## src/rtl/rx_iq_byte_packer.sv

```systemverilog
// rtl/rx_iq_byte_packer.sv - I/Q sample FIFO and big-endian byte serialiser feeding the packet assembler
module rx_iq_byte_packer #(
  parameter int DEPTH     = 16,
  parameter int LEVEL_W   = 5,
  parameter int PAD_BYTES = 2
) (
  input  logic               clock,
  input  logic               reset_n,
  input  logic               in_strobe,
  input  logic [23:0]        in_i,
  input  logic [23:0]        in_q,
  output logic [7:0]         out_data,
  output logic               out_valid,
  input  logic               out_ready,
  output logic               out_last,
  output logic [LEVEL_W-1:0] fifo_level,
  output logic               overflow,
  output logic [7:0]         drop_count,
  input  logic               clear_status
);

  localparam int AW = (DEPTH > 1) ? $clog2(DEPTH) : 1;
  localparam int FLEN = 6 + PAD_BYTES;
  localparam logic [2:0] LAST_IDX = 3'(FLEN - 1);
  localparam logic [LEVEL_W-1:0] FULL_LEVEL = LEVEL_W'(DEPTH);

  typedef enum logic {S_IDLE, S_SEND} state_t;

  state_t        state;
  logic [47:0]   mem [DEPTH];
  logic [AW-1:0] wr_ptr;
  logic [AW-1:0] rd_ptr;
  logic [47:0]   hold;
  logic [2:0]    idx;

  logic fifo_empty;
  logic fifo_full;
  logic accept;
  logic frame_done;
  logic pop;
  logic push;
  logic drop;

  assign fifo_empty = (fifo_level == '0);
  assign fifo_full  = (fifo_level == FULL_LEVEL);
  assign accept     = out_valid && out_ready;
  assign frame_done = accept && (idx == LAST_IDX);
  // Pop either to start from idle or back-to-back when the last byte of a frame leaves.
  assign pop        = !fifo_empty && ((state == S_IDLE) || frame_done);
  // A pop in the same cycle frees a slot, so a full FIFO still takes the new sample.
  assign push       = in_strobe && (!fifo_full || pop);
  assign drop       = in_strobe && !push;

  always_ff @(posedge clock) begin
    if (push) begin
      mem[wr_ptr] <= {in_i, in_q};
    end
  end

  always_ff @(posedge clock or negedge reset_n) begin
    if (!reset_n) begin
      wr_ptr     <= '0;
      rd_ptr     <= '0;
      fifo_level <= '0;
    end else begin
      if (push) begin
        wr_ptr <= wr_ptr + AW'(1);
      end
      if (pop) begin
        rd_ptr <= rd_ptr + AW'(1);
      end
      case ({push, pop})
        2'b10:   fifo_level <= fifo_level + LEVEL_W'(1);
        2'b01:   fifo_level <= fifo_level - LEVEL_W'(1);
        default: fifo_level <= fifo_level;
      endcase
    end
  end

  always_ff @(posedge clock or negedge reset_n) begin
    if (!reset_n) begin
      state     <= S_IDLE;
      out_valid <= 1'b0;
      idx       <= '0;
      hold      <= '0;
    end else begin
      case (state)
        S_IDLE: begin
          if (pop) begin
            hold      <= mem[rd_ptr];
            idx       <= '0;
            out_valid <= 1'b1;
            state     <= S_SEND;
          end
        end
        S_SEND: begin
          if (frame_done) begin
            idx <= '0;
            if (pop) begin
              hold <= mem[rd_ptr];
            end else begin
              out_valid <= 1'b0;
              state     <= S_IDLE;
            end
          end else if (accept) begin
            idx <= idx + 3'd1;
          end
        end
        default: begin
          state     <= S_IDLE;
          out_valid <= 1'b0;
          idx       <= '0;
        end
      endcase
    end
  end

  // Clear and drop in the same cycle count that drop as the first one after the clear.
  always_ff @(posedge clock or negedge reset_n) begin
    if (!reset_n) begin
      overflow   <= 1'b0;
      drop_count <= '0;
    end else if (drop) begin
      overflow <= 1'b1;
      if (clear_status) begin
        drop_count <= 8'd1;
      end else if (drop_count != 8'hFF) begin
        drop_count <= drop_count + 8'd1;
      end
    end else if (clear_status) begin
      overflow   <= 1'b0;
      drop_count <= '0;
    end
  end

  // Bytes past the 48-bit sample are the zero pad for the mic slot.
  always_comb begin
    out_data = '0;
    if (out_valid) begin
      case (idx)
        3'd0:    out_data = hold[47:40];
        3'd1:    out_data = hold[39:32];
        3'd2:    out_data = hold[31:24];
        3'd3:    out_data = hold[23:16];
        3'd4:    out_data = hold[15:8];
        3'd5:    out_data = hold[7:0];
        default: out_data = 8'h00;
      endcase
    end
  end

  assign out_last = out_valid && (idx == LAST_IDX);

endmodule
```

## config.mk

```make
export PLATFORM = sky130hd
export DESIGN_NAME = rx_iq_byte_packer
export DESIGN_NICKNAME = d
export VERILOG_FILES = /design/src/rtl/rx_iq_byte_packer.sv
export SDC_FILE = /design/constraint.sdc
export NUM_CORES = 1
export LEC_CHECK = 0
export ABC_AREA = 1
export BUFFER_PORTS_ARGS = -buffer_cell sky130_fd_sc_hd__buf_2
export CORE_MARGIN = 4
export CORE_UTILIZATION = 35
export CTS_BUF_LIST = sky130_fd_sc_hd__clkbuf_4
export CTS_CLUSTER_SIZE = 24
export DETAILED_ROUTE_END_ITERATION = 10
export GPL_TIMING_DRIVEN = 0
export PLACE_DENSITY = 0.61
export SYNTH_ARGS = -nofsm -noshare
export SYNTH_HDL_FRONTEND = slang
export SYNTH_SLANG_ARGS = --single-unit
```

## constraint.sdc

```tcl
create_clock -name clock -period 4.7 [get_ports clock]
set_clock_uncertainty 0.15 [all_clocks]
set_input_delay 0 -clock clock [delete_from_list [all_inputs] [get_ports clock]]
set_output_delay 0 -clock clock [all_outputs]
set_load 0.03 [all_outputs]
```

# --- Word-level counts from Yosys, hierarchy flattened ---
# Memory sizes are Yosys's and may differ from the RTL's.
# Cells that the tools add are included.
word_totals:
  ff_bits: 75
  mem_bits_rw: 768
  in_bits: 53
  output_inout_bits: 24
  mem_count: 1
mem_list:
  columns: ["name", "words", "width", "rd", "rd_ports_with_merged_regs", "write_ports", "line", "text"]
  rows:
  - ["mem", 16, 48, 1, 0, 1, "30", "logic [47:0] mem [DEPTH];"]
classes:
  addsub: 6
  n_eq_ne: 14
  n_mux: 25
  bitwise: 1
  reduce_logical: 19
ops:
  columns: ["cell", "n"]
  rows:
  - ["$mux W48", 2]
  - ["$pmux W48 S2", 1]
  - ["$pmux W8 S6", 1]
  - ["$mux W8", 5]
  - ["$pmux W5 S2", 1]
  - ["$eq A3 B3 Y1 const B", 3]
  - ["$mux W1", 9]
  - ["$mux W3", 3]
  - ["$add A4 B1 Y4 const B", 2]
  - ["$add A8 B1 Y8 const B", 1]
  - ["$ne A8 B8 Y1 const B", 1]
  - ["$eq A3 B2 Y1 const B", 2]
  - ["$logic_and A1 B1 Y1", 6]
  - ["$pmux W3 S2", 1]
  - ["$reduce_bool A2 Y1", 3]
  - ["$add A5 B1 Y5 const B", 1]
  - ["$eq A5 B5 Y1 const B", 1]
  - ["$logic_not A5 Y1", 1]
  - ["$sub A5 B1 Y5 const B", 1]
  - ["$ne A2 B2 Y1 const B", 2]
  - ["$pmux W1 S2", 2]
  - ["$reduce_and A2 Y1", 2]
  - ["$add A3 B1 Y3 const B", 1]
  - ["$eq A3 B1 Y1 const B", 1]
  - ["other kinds (9)", 12]

# --- Longest topological paths before layout ---
# Gate-level depths: netlist (run 1).
logic_depth:
  word_depth: 10
  mapped_depth: 16
  ltp_nobuf: 16

# --- Worst setup path before layout (run 1) ---
# No wires, ideal clock.
synth_timing:
  path_kind: "register -> register"
  start: "register idx[0]"
  end: "memory mem[0][0] (enable)"
  setup_time_ps: 454
  arrival_ps: 3346
  t_required_ps: 4096
  setup_slack_ps: 751
  stages_incl_launch_ff: 9
  n_path_buf: 0
  path_cell_list: "dfrtp_1 -> ha_1 -> ha_1 -> nand3_1 -> nand2_2 -> nor2_2 -> nor2_4 -> nand2_1 -> nor2_1"
synth_between:
  elab_chain_cells: 8
synth_lines:
  columns: ["item", "line", "text"]
  rows:
  - ["start, declared", "34", "logic [2:0] idx;"]
  - ["start signal, assigned", "106", "idx <= idx + 3'd1;"]
  - ["$eq A3 B3 Y1", "47", "assign frame_done = accept && (idx == LAST_IDX);"]
  - ["$logic_and A1 B1 Y1", "47", null]
  - ["$logic_or A1 B1 Y1", "49", "assign pop = !fifo_empty && ((state == S_IDLE) || frame_done);"]
  - ["$logic_and A1 B1 Y1", "49", null]
  - ["$logic_or A1 B1 Y1", "51", "assign push = in_strobe && (!fifo_full || pop);"]
  - ["$logic_and A1 B1 Y1", "51", null]
  - ["$mux W1", "55", "if (push) begin"]
  - ["$mux W1 (implied by the code)", "56", "mem[wr_ptr] <= {in_i, in_q};"]
  - ["end, declared", "30", null]
# No other way between the ends.

# --- Worst setup path after layout (run 1) ---
layout_timing:
  start: "register idx[2]"
  end: "output port out_data[3]"
layout_between:
  elab_chain_cells: 3
  word_cells_on_any_way: 8
  classes_between: "5 x eq/ne; 2 x mux; 1 x reduce/logical"
layout_lines:
  columns: ["item", "line", "text"]
  rows:
  - ["$eq A3 B3 Y1, or another cell as far along", "140", "case (idx)"]
  - ["$pmux W8 S6 *", "140", null]
  - ["$mux W8 *", "139", "if (out_valid) begin"]
  - ["end, declared", "12", "output logic [7:0] out_data,"]
# Every way passes the cells marked *; elsewhere a longest branch is shown, timed or not.

==> results.md, run 1 <==
Pwr:
- The total power density per cell area is a little under 600 nW/um2.
- The total leakage power is between 15 and 20 nW.
- The portion of total power attributed to sequential cells is around two fifths.
- Summed over all nets, the switching power comes to 9.80 mW.
- The design internal power is around 15 mW.
- The largest vdd supply drop is between 0.0002 and 0.0003 V.
- The clock network is responsible for approximately 25% of the overall power.
- The switching portion of total power is ~40%.
- The share of total power in combinational logic is a little over a third.

Global routing:
- The number of antenna violations at the first check in global routing is 3.
- Global routing used between 10% and 20% of the available tracks.
- The maximum number of pins on one net before global-route repair is just under 60.
- After global routing the overflow that remains totals 0.
- The via count of the first global-routing pass is between 20,000 and 25,000.
- The first global-routing pass estimated about 150,000 um of wire.

CTS:
- The tree is rooted in a sky130_fd_sc_hd__clkbuf_4.
- The number of buffers inserted during clock tree synthesis is approximately 210.
- The number of setup buffers added after CTS is 0.
- The clock net in this run drives a total of around 840 sinks.
- The H-tree generated during clock tree synthesis spans 4 levels.
- The maximum buffer depth of the clock tree is 3.
- The clock-pin transition on the worst setup and hold timing paths is approximately 0.08 ns.
- The TritonCTS clock tree is built.
- The source-to-sink clock delay at the later pin of the worst-skew pair is about 1.1 ns.

Yosys:
- The post-synthesis instance area is around 34,000 um2.
- After technology mapping, the gate count stands at ~3,000.
- The main flop type after synthesis is sky130_fd_sc_hd__edfxtp_1.
- The number of warnings reported in the yosys synthesis log is 0.
- The share of the yosys chip area belonging to registers is just over 70%.
- The share of synthesized registers carrying an async set or reset is under 10%.
- The number of nets in the synthesized netlist is around 3,100.
- Averaged over all synthesized cells, the footprint is about 12 um2.
- In this run, synthesis inferred roughly 770 flip-flops with an integrated enable.
- Synthesis inferred between 800 and 900 register bits.
- The number of distinct library cell variants in the gate-level netlist after synthesis is 38.

STA:
- Setup slack closes at slightly below 0.7 ns.
- Of the available clock period, the critical path in the final layout requires roughly 86%.
- The measured slew at the worst slew-check pin is around 1.1 ns.
- The achievable frequency is 248 MHz.
- The post-layout minimum cycle time is 4.02 ns.
- The final hold violation count is 0.
- Headroom to the max-slew limit came out at slightly below 30%.
- Setup violations remaining at the end of the flow were counted as 0.
- The final worst hold slack is around 0.34 ns.
- The total count of max-transition violations in the final report is 0.
- Setup repair after global routing left no endpoint under its margin.

Place:
- The detailed placement HPWL is about 66,000 um.
- Routability-driven placement finished with a final weighted congestion of between 0.8 and 0.9.
- The total cell area at the placement stage is between 30,000 and 40,000 um2.
- During placement, the flow inserted port buffers numbering 76.
- Prior to clock tree synthesis, the placed netlist has a worst setup slack of roughly 1.3 ns.

Finish:
- The area of the multi-input gates is ~8600 um2.
- The number of nets in the final layout is 3,496.
- The footprint of the flip-flops and latches is ~25,000 um2.
- The post-route cell area is slightly above 40,000 um2.
- The final core utilization is approximately 42%.
- The number of filler cells placed in the layout is a little over 9,000.
- The area added between synthesis and finish is 18.9%.
- The fraction of final layout cells with drive strength greater than 1 is between 10% and 20%.

Worst setup path:
- The slack of the worst reg-to-reg path is 1.33 ns.
- The endpoint required time on the critical path is about 4.6 ns.
- Along the worst path, the maximum fanout reaches 10.
- STA classifies the critical path endpoint as an output pin.
- The master of the slowest instance on the critical path is sky130_fd_sc_hd__a21oi_1.
- The signal on the critical path passes through buf_2, buf_1, inv_1, ha_1, clkbuf_1, nand2_1, nand2_1, a211oi_1, a21oi_1, buf_2.
- The worst register-to-register path ends at mem[14][5].
- The critical register-to-register path startpoint is idx[0].
- The data arrival time of the critical path is 3.87 ns.
- On the worst path, the slowest cell contributes a delay of 0.56 ns.
- STA classifies the critical path startpoint as a register.
- For the worst flop-to-flop path, the logic depth is 9.
- The critical path class is register to output pin.

Drt:
- In this run, the number of DRC markers left after iteration 0 of detailed routing was about 2,300.
- The iteration count of the initial detailed-routing pass is 7.
- The detailed-route via count is ~25,000.
- After detailed routing, the total wire length is ~100,000 um.
- The count of nets left with antenna violations after detail routing is 0.
- In the routed layout, each cell is associated on average with a via count of roughly 5.0.
- The post-detailed-route wirelength per cell is approximately 21 um.
- The remaining routing DRC violations is 0.

Floorplanning:
- The effective utilization at floorplan is 35.5%.
- After floorplanning, the core was divided into between 100 and 150 placement rows.
- The number of primary I/O pins is 77.
- The die covers roughly 100,000 um2.
- The y dimension of the die is between 300 and 400 um.
- The chip width is ~320 um.
- The area of the core is 97,300 um2.

Worst hold path:
- The endpoint of the worst hold-timing path is hold[43].
- The worst hold path belongs to the class register to register.
- The worst min-delay path startpoint is hold[43].
- Counting instances, the worst hold path has a depth of 2.

Outcome:
- The flow ran to the end, and the final reports show no timing, DRC or antenna violations.

Run:
- The number of max-cap violations is 0.
==> power by group through the flow <==
stage | logic [mW] | registers (mW) | clock network [mW]
after floorplan | 5.17 | 9.50 | 0
after detailed placement | 8.74 | 9.50 | 0
after global routing | 9.63 | 9.41 | 6.64
after global placement | 8.41 | 9.60 | 0
after CTS | 8.85 | 9.35 | 6.21
final | 8.90 | 9.36 | 6.11
==> cells in the mapped netlist (2+ instances only) <==
master	instances	area share (%)
sky130_fd_sc_hd__ha_1	15	0.54
sky130_fd_sc_hd__inv_4	2	0.036
sky130_fd_sc_hd__nand2_2	4	0.073
sky130_fd_sc_hd__nand4_1	7	0.13
sky130_fd_sc_hd__buf_6	6	0.20
sky130_fd_sc_hd__dfrtp_1	75	5.4
sky130_fd_sc_hd__o211ai_1	3	0.065
sky130_fd_sc_hd__buf_2	85	1.2
sky130_fd_sc_hd__a22o_1	3	0.076
sky130_fd_sc_hd__nand3_2	2	0.058
sky130_fd_sc_hd__buf_1	17	0.19
sky130_fd_sc_hd__nand2_1	1218	13
sky130_fd_sc_hd__o21ai_1	2	0.029
sky130_fd_sc_hd__o21ai_0	12	0.17
sky130_fd_sc_hd__a21oi_1	15	0.22
sky130_fd_sc_hd__a211oi_1	4	0.087
sky130_fd_sc_hd__nand2_4	3	0.098
sky130_fd_sc_hd__edfxtp_1	768	67
sky130_fd_sc_hd__a21boi_0	3	0.065
sky130_fd_sc_hd__nor2_1	31	0.34
sky130_fd_sc_hd__nor3_1	2	0.029
sky130_fd_sc_hd__o2111ai_1	2	0.051
sky130_fd_sc_hd__or2_2	2	0.036
sky130_fd_sc_hd__inv_1	30	0.33
sky130_fd_sc_hd__o21a_1	2	0.044
sky130_fd_sc_hd__buf_4	38	0.83
sky130_fd_sc_hd__clkbuf_1	26	0.28
sky130_fd_sc_hd__xor2_1	9	0.23
sky130_fd_sc_hd__nand3_1	603	8.8
==> timing repair <==
item,in CTS,in global routing
setup endpoints to repair,0,0
hold buffers,107,0
hold endpoints to repair,1153,0
resized for setup,0,0
==> layer usage <==
| metal | track usage, % | routed length [um] | vias up |
|---|---|---|---|
| met4 | 6.84 | 2570 | 0 |
| li1 | - | - | 11400 |
| met5 | 0 | 0 | - |
| met1 | 25.5 | 42700 | 11900 |
| met3 | 4.67 | 9070 | 160 |
| met2 | 31.9 | 48300 | 1093 |
==> critical path, delay by kind of cell (launching register included) <==
| family | cells | cell delay, ns |
|---|---|---|
| fa+ha+maj | 1 | 0.26 |
| flops | 1 | 0.39 |
| buf+inv | 5 | 1.36 |
| simple gates | 2 | 0.17 |
| compound gates | 2 | 0.61 |
==> cell families (layout without fill, tap and decap cells) <==
logic type	count (synthesis)	in the layout	share of synthesized area, %
buffers and inverters	207	796	3.13
AOI/OAI and AO/OA	47	47	0.838
DFF	843	843	72.3
other	0	10	0
xor gates and xnor gates	9	9	0.229
adders and majority gates	16	16	0.602
and+or+nand+nor	1876	1876	22.9
==> placed cells by master, fill, tap and decap left out, types with 3 or more instances in the layout <==
master                          netlist  final
sky130_fd_sc_hd__edfxtp_1           768    768
sky130_fd_sc_hd__diode_2              0     10
sky130_fd_sc_hd__a22o_1               3      3
sky130_fd_sc_hd__o21ai_0             12     12
sky130_fd_sc_hd__o211ai_1             3      3
sky130_fd_sc_hd__clkbuf_1            26     26
sky130_fd_sc_hd__nor2_1              31     15
sky130_fd_sc_hd__dlygate4sd3_1        0    107
sky130_fd_sc_hd__clkinv_8             0      3
sky130_fd_sc_hd__nand3_1            603    603
sky130_fd_sc_hd__a211oi_1             4      4
sky130_fd_sc_hd__buf_4               38     39
sky130_fd_sc_hd__a21boi_0             3      3
sky130_fd_sc_hd__nand2_4              3      3
sky130_fd_sc_hd__nand2_1           1218   1218
sky130_fd_sc_hd__ha_1                15     15
sky130_fd_sc_hd__buf_1               17     17
sky130_fd_sc_hd__inv_2                1      3
sky130_fd_sc_hd__nor2_4               1     17
sky130_fd_sc_hd__buf_16               0      4
sky130_fd_sc_hd__dfrtp_1             75     75
sky130_fd_sc_hd__a21oi_1             15     15
sky130_fd_sc_hd__inv_1               30     30
sky130_fd_sc_hd__buf_12               0     27
sky130_fd_sc_hd__buf_6                6      6
sky130_fd_sc_hd__clkinv_1             1     36
sky130_fd_sc_hd__clkbuf_4             0    313
sky130_fd_sc_hd__nand4_1              7      7
sky130_fd_sc_hd__nand2_2              4      4
sky130_fd_sc_hd__xor2_1               9      9
sky130_fd_sc_hd__buf_2               85    160
sky130_fd_sc_hd__clkinv_2             0     12
sky130_fd_sc_hd__inv_6                1      9
==> flip-flops by register name, summed over array words and instances, names as in the netlist, 3 cells and up <==
signal	cells
rd_ptr	4
fifo_level	5
idx	3
wr_ptr	4
drop_count	8
mem	768
hold	48
==> per-stage QoR <==
step | setup TNS [ns] | power (mW) | cells
floorplan | 0 | 14.7 | 2998
global placement | -1395.99 | 18.0 | 4350
detailed placement | 0 | 18.2 | 4381
CTS | 0 | 24.4 | 4863
global route | 0 | 25.7 | 4870
finish | 0 | 24.4 | 4873
==> how the worst max path moves through the flow <==
stage,from,endpoint
after global routing,idx[2],out_data[5]
after floorplan,idx[0],mem[0][0]
after CTS,idx[2],out_data[5]
final,idx[2],out_data[3]
after detailed placement,idx[0],mem[14][21]
after global placement,idx[0],mem[1][12]
==> cell type report <==
cell class                      instances  share of cell area, %
Sequential cell                       843                   60.8
Inverter                               35                  0.345
Clock inverter                         62                  0.811
Multi-Input combinational cell       1948                   20.9
Buffer                                172                   2.29
Tap cell                             1276                   3.89
Clock buffer                          313                   5.73
Antenna cell                           10                 0.0610
Timing Repair Buffer                  214                   5.13
Note: power is estimated with default switching activity, not from simulation.
==> inputs of run 2 (changes only) <==
--- a/config.mk
+++ b/config.mk
@@ -13,7 +13,7 @@
 export CTS_CLUSTER_SIZE = 24
 export DETAILED_ROUTE_END_ITERATION = 10
 export GPL_TIMING_DRIVEN = 0
-export PLACE_DENSITY = 0.61
+export SLEW_MARGIN = 20
 export SYNTH_ARGS = -nofsm -noshare
 export SYNTH_HDL_FRONTEND = slang
 export SYNTH_SLANG_ARGS = --single-unit
==> run 2 against run 1 <==
  * Register-to-register slack improved by 0.21 ns
  * First-iteration DRC count decreased by 11%
  * Utilization up 0.31 points
  * Cell count up 0.21%
  * Sequential cell count unchanged
  * Die area did not move
  * Wire length is essentially flat
==> results.md, run 2 (same netlist as run 1, synthesis figures left out) <==
Finish:
- The largest registers in the layout are mem (768), hold (48), drop_count (8).
- In the final design database the tool counted about 3,500 nets.
- The commonest non-fill, non-tap cell in the layout is sky130_fd_sc_hd__nand2_1.
- The flip-flop count of the largest register after layout is roughly 770.
- The register name with the most flops is mem.
- Leaving out fill and tap cells, the most frequent cells in the layout are sky130_fd_sc_hd__nand2_1, sky130_fd_sc_hd__edfxtp_1, sky130_fd_sc_hd__nand3_1.
- The count of non-filler cells in the finished layout is between 4,000 and 5,000.
- Of the cells placed in the final design, the portion with a size suffix greater than 1 is roughly 17%.
- The area added between synthesis and finish is 19.8%.

Worst setup path:
- The worst setup path is launched from a register.
- The critical path class is register to output pin.
- The slack of the worst reg-to-reg path is between 1.5 and 2 ns.
- The highest fanout seen on the critical path is 10.
- The kind of end point of the critical path is an output pin.
- The endpoint required time on the critical path is approximately 4.6 ns.
- The data arrival time of the critical path is slightly below 4 ns.

Drt:
- The remaining routing DRC violations is 0.
- After the first detailed-routing iteration, the DRC count stood at approximately 2,100.
- In this run the top signal layer used is met5.
- In this run the remaining antenna-violating nets after routing total 0.
- The detailed router put a total of about 43,000 um of wire on met1.
- Dividing the detail-routed wire length by the instance count gives ~21 um.
- The routed design has around 100,000 um of wire.
- Detailed routing placed a total of about 48,000 um of wire on met2.
- After detailed routing, the met3 layer carries between 9000 and 10,000 um of wire.
- The post-detailed-route via-to-cell ratio is 5.06.
- The pre-antenna-repair detailed-routing pass consisted of 5 iterations.
- The routed layout has between 20,000 and 25,000 vias.

CTS:
- TritonCTS built the clock tree.
- In this run, CTS created clock tree buffers numbering 219.
- The maximum buffer depth of the clock tree is 3.
- The tree is rooted in a sky130_fd_sc_hd__clkbuf_4.
- The clock-pin transition on the worst setup and hold timing paths is 0.06 ns.
- Clock tree synthesis found a total of between 800 and 900 sinks.
- In this run the number of H-tree levels came out at 4.
- The source-to-sink clock delay at the later pin of the worst-skew pair is around 1.1 ns.

Floorplanning:
- The y dimension of the die is ~320 um.
- The effective utilization at floorplan is 35.5%.
- 77 I/O pins were placed.
- The area of the die is ~100,000 um2.
- The area of the core is between 90,000 and 100,000 um2.
- The number of standard-cell rows in the floorplan is ~110.
- The die is 322 um wide.

Global routing:
- The global-route usage over all layers is approximately a fifth.
- The first global-routing pass estimated ~150,000 um of wire.
- The number of antenna violations at the first check in global routing came to 3.
- The remaining global-route overflow is 0.
- The via count of the first global-routing pass came to 23,800.
- The maximum number of pins on one net before global-route repair is 55.

STA:
- Setup total negative slack on the finished layout was measured at 0 ns.
- The final hold violation count is 0.
- Setup repair after global routing left no endpoint under its margin.
- At the pin with the least slew margin, the transition time is ~0.90 ns.
- The worst pin sits at a relative slew slack of about two fifths.
- The final critical path takes up between 80% and 90% of the cycle.
- Based on the critical path, the design can be clocked at up to roughly 250 MHz.
- The total count of max-transition violations in the final report is 0.
- The count of endpoints failing setup in the final report is 0.
- Final hold analysis gives a worst-case slack of about 0.33 ns.
- The worst path needs about 4 ns of the cycle, external delays included.
- The worst setup margin is about 0.67 ns.

Place:
- The instance count after placement with tap cells included is between 4,000 and 5,000.
- The number of buffers inserted by port buffering is 76.
- At the end of routability-driven placement, the weighted congestion stood at 0.876.
- The worst slack at placement is 1.56 ns.
- After legalization and detailed placement, the total HPWL measured 66,800 um.

Pwr:
- In this run switching power makes up between 30% and 40% of total power.
- The total leakage power is roughly 16 nW.
- Summed over all nets, the switching power comes to approximately 9.9 mW.
- VDD sags by at most 0.000347 V.
- The overall power of the completed layout is ~25 mW.
- The portion of total power attributed to sequential cells is a little under two fifths.
- The part of the total power dissipated in the clock network is a little over a quarter.
- The internal power of the cells totals approximately 15 mW.
- The total power density per cell area is ~600 nW/um2.
- The share of total power in combinational logic is 36.2%.

Outcome:
- The flow ran to the end, and the final reports show no timing, DRC or antenna violations.

Worst hold path:
- The class of the tightest hold or removal check is register to register.

Run:
- The tool flagged a number of max-cap violations equal to 0.
[run 2: metal layers]
layer  vias to the layer above  GRT usage, %
li1                      11400             -
met1                     12000          26.3
met2                      1096          31.9
met3                       155          4.56
met4                         2          6.49
met5                         -             0
[run 2: path summary, 6_finish.rpt]
check                                 to     start  depth (start not counted)
min                             hold[17]  hold[17]                          2
max                          out_data[2]    idx[2]                         10
min in group asynchronous  fifo_level[1]   reset_n                          5
max reg2reg                  mem[10][14]    idx[0]                          9
min reg2reg                     hold[17]  hold[17]                          2
max in group asynchronous       hold[38]   reset_n                          6
[run 2: per-stage QoR]
| stage | area, um2 | utilization (%) |
|---|---|---|
| 6_report | 41300 | 42.5 |
| 4_1_cts | 41300 | 42.5 |
| 2_1_floorplan | 34500 | - |
| 5_1_grt | 41300 | 42.5 |
| 3_3_place_gp | 36500 | 37.5 |
| 3_5_place_dp | 37400 | 38.4 |
[run 2: what timing repair did]
item | 4_1_cts | 5_1_grt
endpoints found under the hold margin | 1214 | 0
gates resized for setup | 0 | 0
hold buffers | 108 | 0
buffers inserted | 0 | 0
[run 2: cell type report]
| class | count | area, um2 |
|---|---|---|
| multi-input cells | 1948 | 8590 |
| well taps | 1276 | 1600 |
| flip-flops and latches | 843 | 24900 |
| diodes | 3 | 7.51 |
| inverters | 35 | 141 |
| repair buffers | 220 | 2250 |
| clock inverters | 54 | 357 |
| fillers | 9160 | 56000 |
| plain buffers | 172 | 940 |
| clock buffers | 332 | 2490 |
[run 2: worst max-delay path, stage by stage, from the launching register on]
cell and delay, ns:
sky130_fd_sc_hd__dfrtp_1 0.38, sky130_fd_sc_hd__buf_2 0.21, sky130_fd_sc_hd__buf_1 0.25, sky130_fd_sc_hd__inv_1 0.24
sky130_fd_sc_hd__ha_1 0.29, sky130_fd_sc_hd__clkbuf_1 0.31, sky130_fd_sc_hd__nand2_1 0.10, sky130_fd_sc_hd__nand2_1 0.08
sky130_fd_sc_hd__a211oi_1 0.05, sky130_fd_sc_hd__a21oi_1 0.60, sky130_fd_sc_hd__buf_2 0.33
[run 2: power groups by stage]
| stage | Sequential [mW] | Clock [mW] | Combinational, mW |
|---|---|---|---|
| after floorplan | 9.50 | 0 | 5.17 |
| after global placement | 9.59 | 0 | 8.43 |
| after detailed placement | 9.49 | 0 | 8.79 |
| after CTS | 9.34 | 6.55 | 8.91 |
| after global routing | 9.40 | 6.98 | 9.72 |
| final | 9.35 | 6.43 | 8.97 |
